===== config.mk =====
export PLATFORM = sky130hd
export DESIGN_NAME = gpio_mmio_ctrl
export DESIGN_NICKNAME = d
export VERILOG_FILES = /design/src/rtl/gpio_mmio_ctrl.sv
export SDC_FILE = /design/constraint.sdc
export NUM_CORES = 1
export LEC_CHECK = 0
export ABC_AREA = 1
export BUFFER_PORTS_ARGS = -buffer_cell sky130_fd_sc_hd__buf_4
export CAP_MARGIN = 25
export CORE_ASPECT_RATIO = 1.2
export CORE_MARGIN = 4
export CORE_UTILIZATION = 35
export DETAILED_ROUTE_END_ITERATION = 10
export MAX_ROUTING_LAYER = met4
export SYNTH_ARGS = -nofsm -noshare
export SYNTH_HDL_FRONTEND = slang
export SYNTH_SLANG_ARGS = --single-unit

===== constraint.sdc =====
create_clock -name clk -period 0.8 [get_ports clk]
set_input_delay 0.08 -clock clk [delete_from_list [all_inputs] [get_ports clk]]
set_output_delay 0.08 -clock clk [all_outputs]
set_load 0.01 [all_outputs]

===== src/rtl/gpio_mmio_ctrl.sv =====
// Memory-mapped GPIO peripheral: synchronised and debounced switch inputs
// with sticky change flags, a writable LED register and a maskable level
// interrupt, exposed as a 4-word window on the 16-bit data-memory bus.
module gpio_mmio_ctrl #(
  parameter int SW_W        = 10,
  parameter int LED_W       = 10,
  parameter int DBNC_CYCLES = 4
) (
  input  logic             clk,
  input  logic             rst_n,
  input  logic [SW_W-1:0]  SW,
  output logic [LED_W-1:0] LEDR,
  input  logic [1:0]       addr,
  input  logic             wr_en,
  input  logic             rd_en,
  input  logic [15:0]      wdata,
  output logic [15:0]      rdata,
  output logic             rd_valid,
  output logic             irq
);

  localparam int CNT_W = (DBNC_CYCLES > 1) ? $clog2(DBNC_CYCLES) : 1;
  localparam logic [CNT_W-1:0] CNT_MAX = CNT_W'(DBNC_CYCLES - 1);

  localparam logic [1:0] ADDR_SW_DATA    = 2'd0;
  localparam logic [1:0] ADDR_LED_DATA   = 2'd1;
  localparam logic [1:0] ADDR_SW_CHANGED = 2'd2;
  localparam logic [1:0] ADDR_IRQ_EN     = 2'd3;

  logic [SW_W-1:0]             sync1_reg;
  logic [SW_W-1:0]             sync2_reg;
  logic [SW_W-1:0]             db_reg;
  logic [SW_W-1:0]             db_next;
  logic [SW_W-1:0][CNT_W-1:0]  cnt_reg;
  logic [SW_W-1:0][CNT_W-1:0]  cnt_next;
  logic [SW_W-1:0]             chg_evt;

  logic [LED_W-1:0] led_reg;
  logic [LED_W-1:0] led_next;
  logic [SW_W-1:0]  sw_changed_reg;
  logic [SW_W-1:0]  sw_changed_next;
  logic [SW_W-1:0]  irq_en_reg;
  logic [SW_W-1:0]  irq_en_next;
  logic [SW_W-1:0]  clr_mask;
  logic [15:0]      rdata_reg;
  logic [15:0]      rd_mux;
  logic             rd_valid_reg;

  logic wr_led;
  logic wr_chg;
  logic wr_irq_en;

  // Upper write-data bits are architecturally dropped for narrow registers.
  logic unused_wdata;
  assign unused_wdata = ^wdata;

  // Per-bit debounce: a bit only flips after the synchronised value has
  // disagreed with it for DBNC_CYCLES consecutive cycles; the flip itself
  // is the change event.
  genvar gi;
  generate
    for (gi = 0; gi < SW_W; gi = gi + 1) begin : g_dbnc
      logic same;
      logic at_max;
      assign same         = (sync2_reg[gi] == db_reg[gi]);
      assign at_max       = (cnt_reg[gi] == CNT_MAX);
      assign chg_evt[gi]  = ~same & at_max;
      assign db_next[gi]  = chg_evt[gi] ? sync2_reg[gi] : db_reg[gi];
      assign cnt_next[gi] = (same | at_max) ? '0 : cnt_reg[gi] + CNT_W'(1);
    end
  endgenerate

  assign wr_led    = wr_en && (addr == ADDR_LED_DATA);
  assign wr_chg    = wr_en && (addr == ADDR_SW_CHANGED);
  assign wr_irq_en = wr_en && (addr == ADDR_IRQ_EN);

  assign clr_mask        = wr_chg ? wdata[SW_W-1:0] : '0;
  // A change event on the same edge as a clear keeps the flag set.
  assign sw_changed_next = (sw_changed_reg & ~clr_mask) | chg_evt;
  assign led_next        = wr_led ? wdata[LED_W-1:0] : led_reg;
  assign irq_en_next     = wr_irq_en ? wdata[SW_W-1:0] : irq_en_reg;

  // Read mux over current register values, so a same-cycle write is not seen.
  always_comb begin
    rd_mux = '0;
    case (addr)
      ADDR_SW_DATA:    rd_mux[SW_W-1:0]  = db_reg;
      ADDR_LED_DATA:   rd_mux[LED_W-1:0] = led_reg;
      ADDR_SW_CHANGED: rd_mux[SW_W-1:0]  = sw_changed_reg;
      ADDR_IRQ_EN:     rd_mux[SW_W-1:0]  = irq_en_reg;
      default:         rd_mux            = '0;
    endcase
  end

  // All state: synchroniser, debounce, registers and registered read port.
  always_ff @(posedge clk) begin
    if (!rst_n) begin
      sync1_reg      <= '0;
      sync2_reg      <= '0;
      db_reg         <= '0;
      cnt_reg        <= '0;
      led_reg        <= '0;
      sw_changed_reg <= '0;
      irq_en_reg     <= '0;
      rdata_reg      <= '0;
      rd_valid_reg   <= 1'b0;
    end else begin
      sync1_reg      <= SW;
      sync2_reg      <= sync1_reg;
      db_reg         <= db_next;
      cnt_reg        <= cnt_next;
      led_reg        <= led_next;
      sw_changed_reg <= sw_changed_next;
      irq_en_reg     <= irq_en_next;
      if (rd_en) begin
        rdata_reg <= rd_mux;
      end
      rd_valid_reg   <= rd_en;
    end
  end

  assign LEDR     = led_reg;
  assign rdata    = rdata_reg;
  assign rd_valid = rd_valid_reg;
  assign irq      = |(sw_changed_reg & irq_en_reg);

endmodule


* Yosys cells after proc, flatten, opt, wreduce, memory -nomap -nowiden *
Cells that the tools add are included.

operators by class
  $mul = 0
  reduce and logical (&&, ||, !) cells = 15
  shift operators = 0
  bitwise operators = 35
  muxes and demuxes = 2
  $lt $le $gt $ge = 0
  equality and inequality tests = 23
  div/mod/pow operators = 0
  add/sub/neg operators = 10

operators with widths
  cell                                                              count
  10-bit case mux with 4 select lines                               1
  2-bit == test (second input constant)                             12
  2-bit by 1-bit adder with 2-bit output (second input constant)    10
  10-bit AND                                                        2
  2-bit OR reduction                                                10
  1-bit NOT                                                         11
  1-bit AND                                                         10
  1-bit == test                                                     10
  10-bit 2-to-1 mux                                                 1
  10-bit NOT                                                        1
  1-bit bitwise OR                                                  10
  10-bit bitwise OR                                                 1
  10-bit OR reduction                                               1
  1-bit logical AND                                                 3
  2-bit by 1-bit == test with 1-bit output (second input constant)  1
  2-bit zero test                                                   1

storage, ports and cells
  RAM bits = 0
  output and inout bits = 28
  input bits = 32
  register bits after elaboration = 91
  bits in latches = 0
  ROM bits = 0
  memories = 0
  word-level logic and storage cells = 112

* Longest topological paths before layout *
  depth after elaboration = 6
  gate-level depth with buffers = 8
  depth with buffers taken out = 7

* Worst setup path after synthesis *
OpenSTA, ideal clock, no wires.

  path type = input to register
  start point = in addr[0]
  end point = reg rdata_reg[9], in the netlist rdata[9]
  stages on the path = 7
  path slack = -0.028 ns
  setup time = 0.070 ns
  buffers on the path = 2
  data required time = 0.730 ns
  arrival = 0.758 ns
  path through = buf_6 -> inv_2 -> buf_6 -> nand3_1 -> nand3_1 -> nand2_1 -> a21oi_1

on the way
  word-level cells in the longest chain between the ends = 2
  elaborated cells on any way between the ends = 5
  those cells by class = 3 x eq/ne; 1 x mux; 1 x reduce/logical

ends and longest elaborated chain
  element                                line  RTL
  from (decl)                            13    input logic [1:0] addr,
  2-bit == test (tied with other cells)  86    case (addr)
  10-bit case mux with 4 select lines *  86
  to (signal assigned)                   116   rdata_reg <= rd_mux;
  to (decl)                              45    logic [15:0] rdata_reg;

Every way passes the cells marked *; elsewhere a longest branch is shown, timed or not.
A chain may end at the register's enable or synchronous reset.

* Worst setup path after layout *
  start point = reg sw_changed_reg[1]
  end point = out irq

on the way
  word-level cells in the longest chain between the ends = 2

ends and longest elaborated chain
  element                 line  RTL
  from (decl)             40    logic [SW_W-1:0] sw_changed_reg;
  from (signal assigned)  113   sw_changed_reg <= sw_changed_next;
  10-bit AND              125   assign irq = |(sw_changed_reg & irq_en_reg);
  10-bit OR reduction     125
  to (decl)               19    output logic irq

No other way between the ends.

==> flow_summary_export.csv <==
group,metric,value,unit
critical_path,cp.required,0.72,ns
pwr,p_sw_frac,0.2391,
sta,hold_viol_final,0,
layout,largest_reg_flops,20,
outcome,status,"finished with violations",
die,rows,40,
cts,tritoncts,"done",
drt,ant_nets,0,
sta,setup_tns,-3.583,ns
global_routing,grt_pass1_wl,15460,um
synth,ys_seq_area_frac,0.4947,
layout,syn_to_final_growth,54.60,%
layout,nNetsFinal,618,
layout,fin_area,5693,um2
placement,dp.cells,665,
pwr,irDropWorstVdd,0.9070,mV
pwr,p_sw,0.002308,W
drt,dr_total_vias,3300,
critical_path,critical_path_arrival,1.18,ns
synth,yosys-top-cells-count,"nand2_1 (94), dfxtp_1 (91), inv_1 (66)",
synth,ys.warnings.count,0,
layout,insertedDiodeCount,0,
layout,fillers,906,
cts,numCtsBuffers,9,
cts,clk_pin_slew,0.06,ns
die,start_util,0.3624,
synth,synth_ff_type,"dfxtp_1",
drt,first_pass_iters,4,
cts,clockBufferDepth,2,
sta,timing.final.ws_setup,-0.4601,ns
global_routing,grt_usage,0.1633,
cts,cts.sinks,91,
layout,final_cells,707,
placement,gp_congestion,0.8843,
drt,viasPerCell,4.668,
pwr,clkPwrFrac,0.402,
global_routing,overflow,0,
min_path,hold_path.class,"input port to flop",
synth,ys_seq_elements,91,
cts,cts-root-buf,"clkbuf_16",
sta,final_max_slew_viol_count,0,
pwr,power_leakage,2.498,nW
die,io-pin-count,60,
critical_path,start_kind,"flop",
run,maxCapViolCount,0,
sta,post-route-min-period,1.260,ns
global_routing,antenna_found_initial,0,
layout,multi_input_area,1979,um2
layout,final_util,0.5603,
synth,async_flop_share,0,
synth,synth.largest_area_cell,"dfxtp_1",
drt,dr.first_iter.drc_count,119,
critical_path,criticalPathCategory,"flop to output port",
synth,synth_edf_count,0,
sta,fin_crit_sh,1.575,
synth,syn_area_per_cell,7.835,um2
die,core_area,10160,um2
pwr,p_per_area,1695,nW/um2
drt,drt-wirelength-per-cell,13.29,um
die,die_y,120.4,um
cts,htreeDepth,3,
critical_path,critPathMaxFanout,2,
synth,synth_cells,470,
global_routing,grt_max_degree,39,
die,die_area,12230,um2
synth,synth_area_leaders,"dfxtp_1 (49%), nand2_1 (9.6%), nand3_1 (6.9%)",
sta,max_freq,793.6,MHz
critical_path,crit_path_end_kind,"output port",
synth,synth_area,3682,um2
placement,postPlaceCellArea,4442,um2
sta,rsz0062_at_grt,"true",
pwr,p_comb_frac,0.105,
layout,drive_above_1_share,0.5284,
layout,ff_latch_area,1917,um2
sta,worst_clock_skew,0.005618,ns
cts,worstSkewPairLatency,0.34,ns
placement,dp.final_hpwl,6090,um
global_routing,grt_pass1_vias,3318,
synth,synth_cell_types,23,
pwr,p_int,0.007344,W
placement,port_buffers,47,
synth,synth_top_area_share,0.4947,
drt,drcViolationCount,0,
drt,wirelength,9399,um
synth,synth.most_common_cell,"nand2_1",
outcome,violations,"setup timing",
sta,setup-violations-final,55,
die,fp.dieW,101.6,um
pwr,seq_power_share,0.493,
critical path, stage by stage (launching register included):
cell,delay (ns)
dfxtp_2,0.32
nand2_2,0.06
nand4_1,0.11
nor2_1,0.10
nand3_1,0.09
buf_4,0.16
power groups by stage:
stage	clock (W)	sequential [W]	combinational, W
4_1_cts	0.00397	0.00475	0.000932
3_3_place_gp	0	0.00481	0.000785
2_1_floorplan	0	0.00482	0.000411
6_report	0.00388	0.00476	0.00101
5_1_grt	0.00416	0.00477	0.00111
3_5_place_dp	0	0.00482	0.000793
cell families after synthesis:
logic type	after synthesis	synth area share
AND/OR/NAND/NOR	191	0.2226
flip-flops	91	0.4947
adder cells (fa/ha/maj)	10	0.03398
buffers and inverters	93	0.1125
other	1	0.001018
XOR/XNOR	10	0.02378
AO/OA/AOI/OAI	74	0.1115
timing repair:
action / 4_1_cts / 5_1_grt
resized for setup: 168 / 67
hold buffers: 10 / 0
hold endpoints to repair: 10 / 0
pin swaps: 64 / 48
buffers inserted: 8 / 10
setup endpoints to repair: 71 / 78
worst paths after layout:
| kind | start | endpoint | slack, ns | cells past startpoint |
|---|---|---|---|---|
| min reg2reg | sync1_reg[6] | sync2_reg[6] | 0.41 | 2 |
| max | sw_changed_reg[1] | irq | -0.46 | 5 |
| min | wdata[9] | LEDR[9] | 0.03 | 3 |
| max reg2reg | LEDR[9] | rdata[9] | -0.16 | 5 |
layout make-up:
type | count | share of cell area
Timing Repair Buffer | 115 | 0.1912
Sequential cell | 91 | 0.3367
Tap cell | 126 | 0.02769
Clock buffer | 11 | 0.04264
Inverter | 68 | 0.04901
Multi-Input combinational cell | 291 | 0.3477
Clock inverter | 5 | 0.005055
routing by layer:
metal  vias up  track usage  share of wire
met5         -            -              0
met1      1533       0.2054           0.45
met4         0      0.08229          0.019
met2        71       0.2561           0.49
met3        13      0.02135          0.041
li1       1683            -              -
cell usage in the layout, fill, tap and decap left out, types with 2 or more instances in the layout:
cell type / n
buf_4: 61
buf_6: 40
dfxtp_1: 15
o21ai_0: 10
clkbuf_16: 9
nand3_2: 25
dfxtp_2: 76
o21ai_2: 2
conb_1: 6
xor2_2: 10
a21oi_1: 32
nor2_2: 13
nand4_1: 4
inv_1: 55
a211oi_1: 3
a21oi_2: 14
o21bai_4: 3
a211oi_2: 5
nor2_1: 25
clkinv_2: 5
o21bai_1: 5
buf_12: 4
nand2_4: 2
inv_4: 9
nand2_2: 12
nand3_1: 26
dlygate4sd3_1: 10
ha_4: 10
nand2_1: 82
inv_2: 3
per-stage QoR:
step | setup slack (ns) | total power, W | hold WS (ns)
final | -0.4601 | 0.009652 | 0.02673
after global routing | -0.5625 | 0.01004 | 0.03257
after CTS | -0.4579 | 0.009656 | 0.01857
after detailed placement | -0.2453 | 0.005610 | 0.2653
after global placement | -0.1943 | 0.005597 | 0.2641
after floorplan | -0.009988 | 0.005236 | 0.1735
No activity file was read; power rests on OpenSTA's default activity.
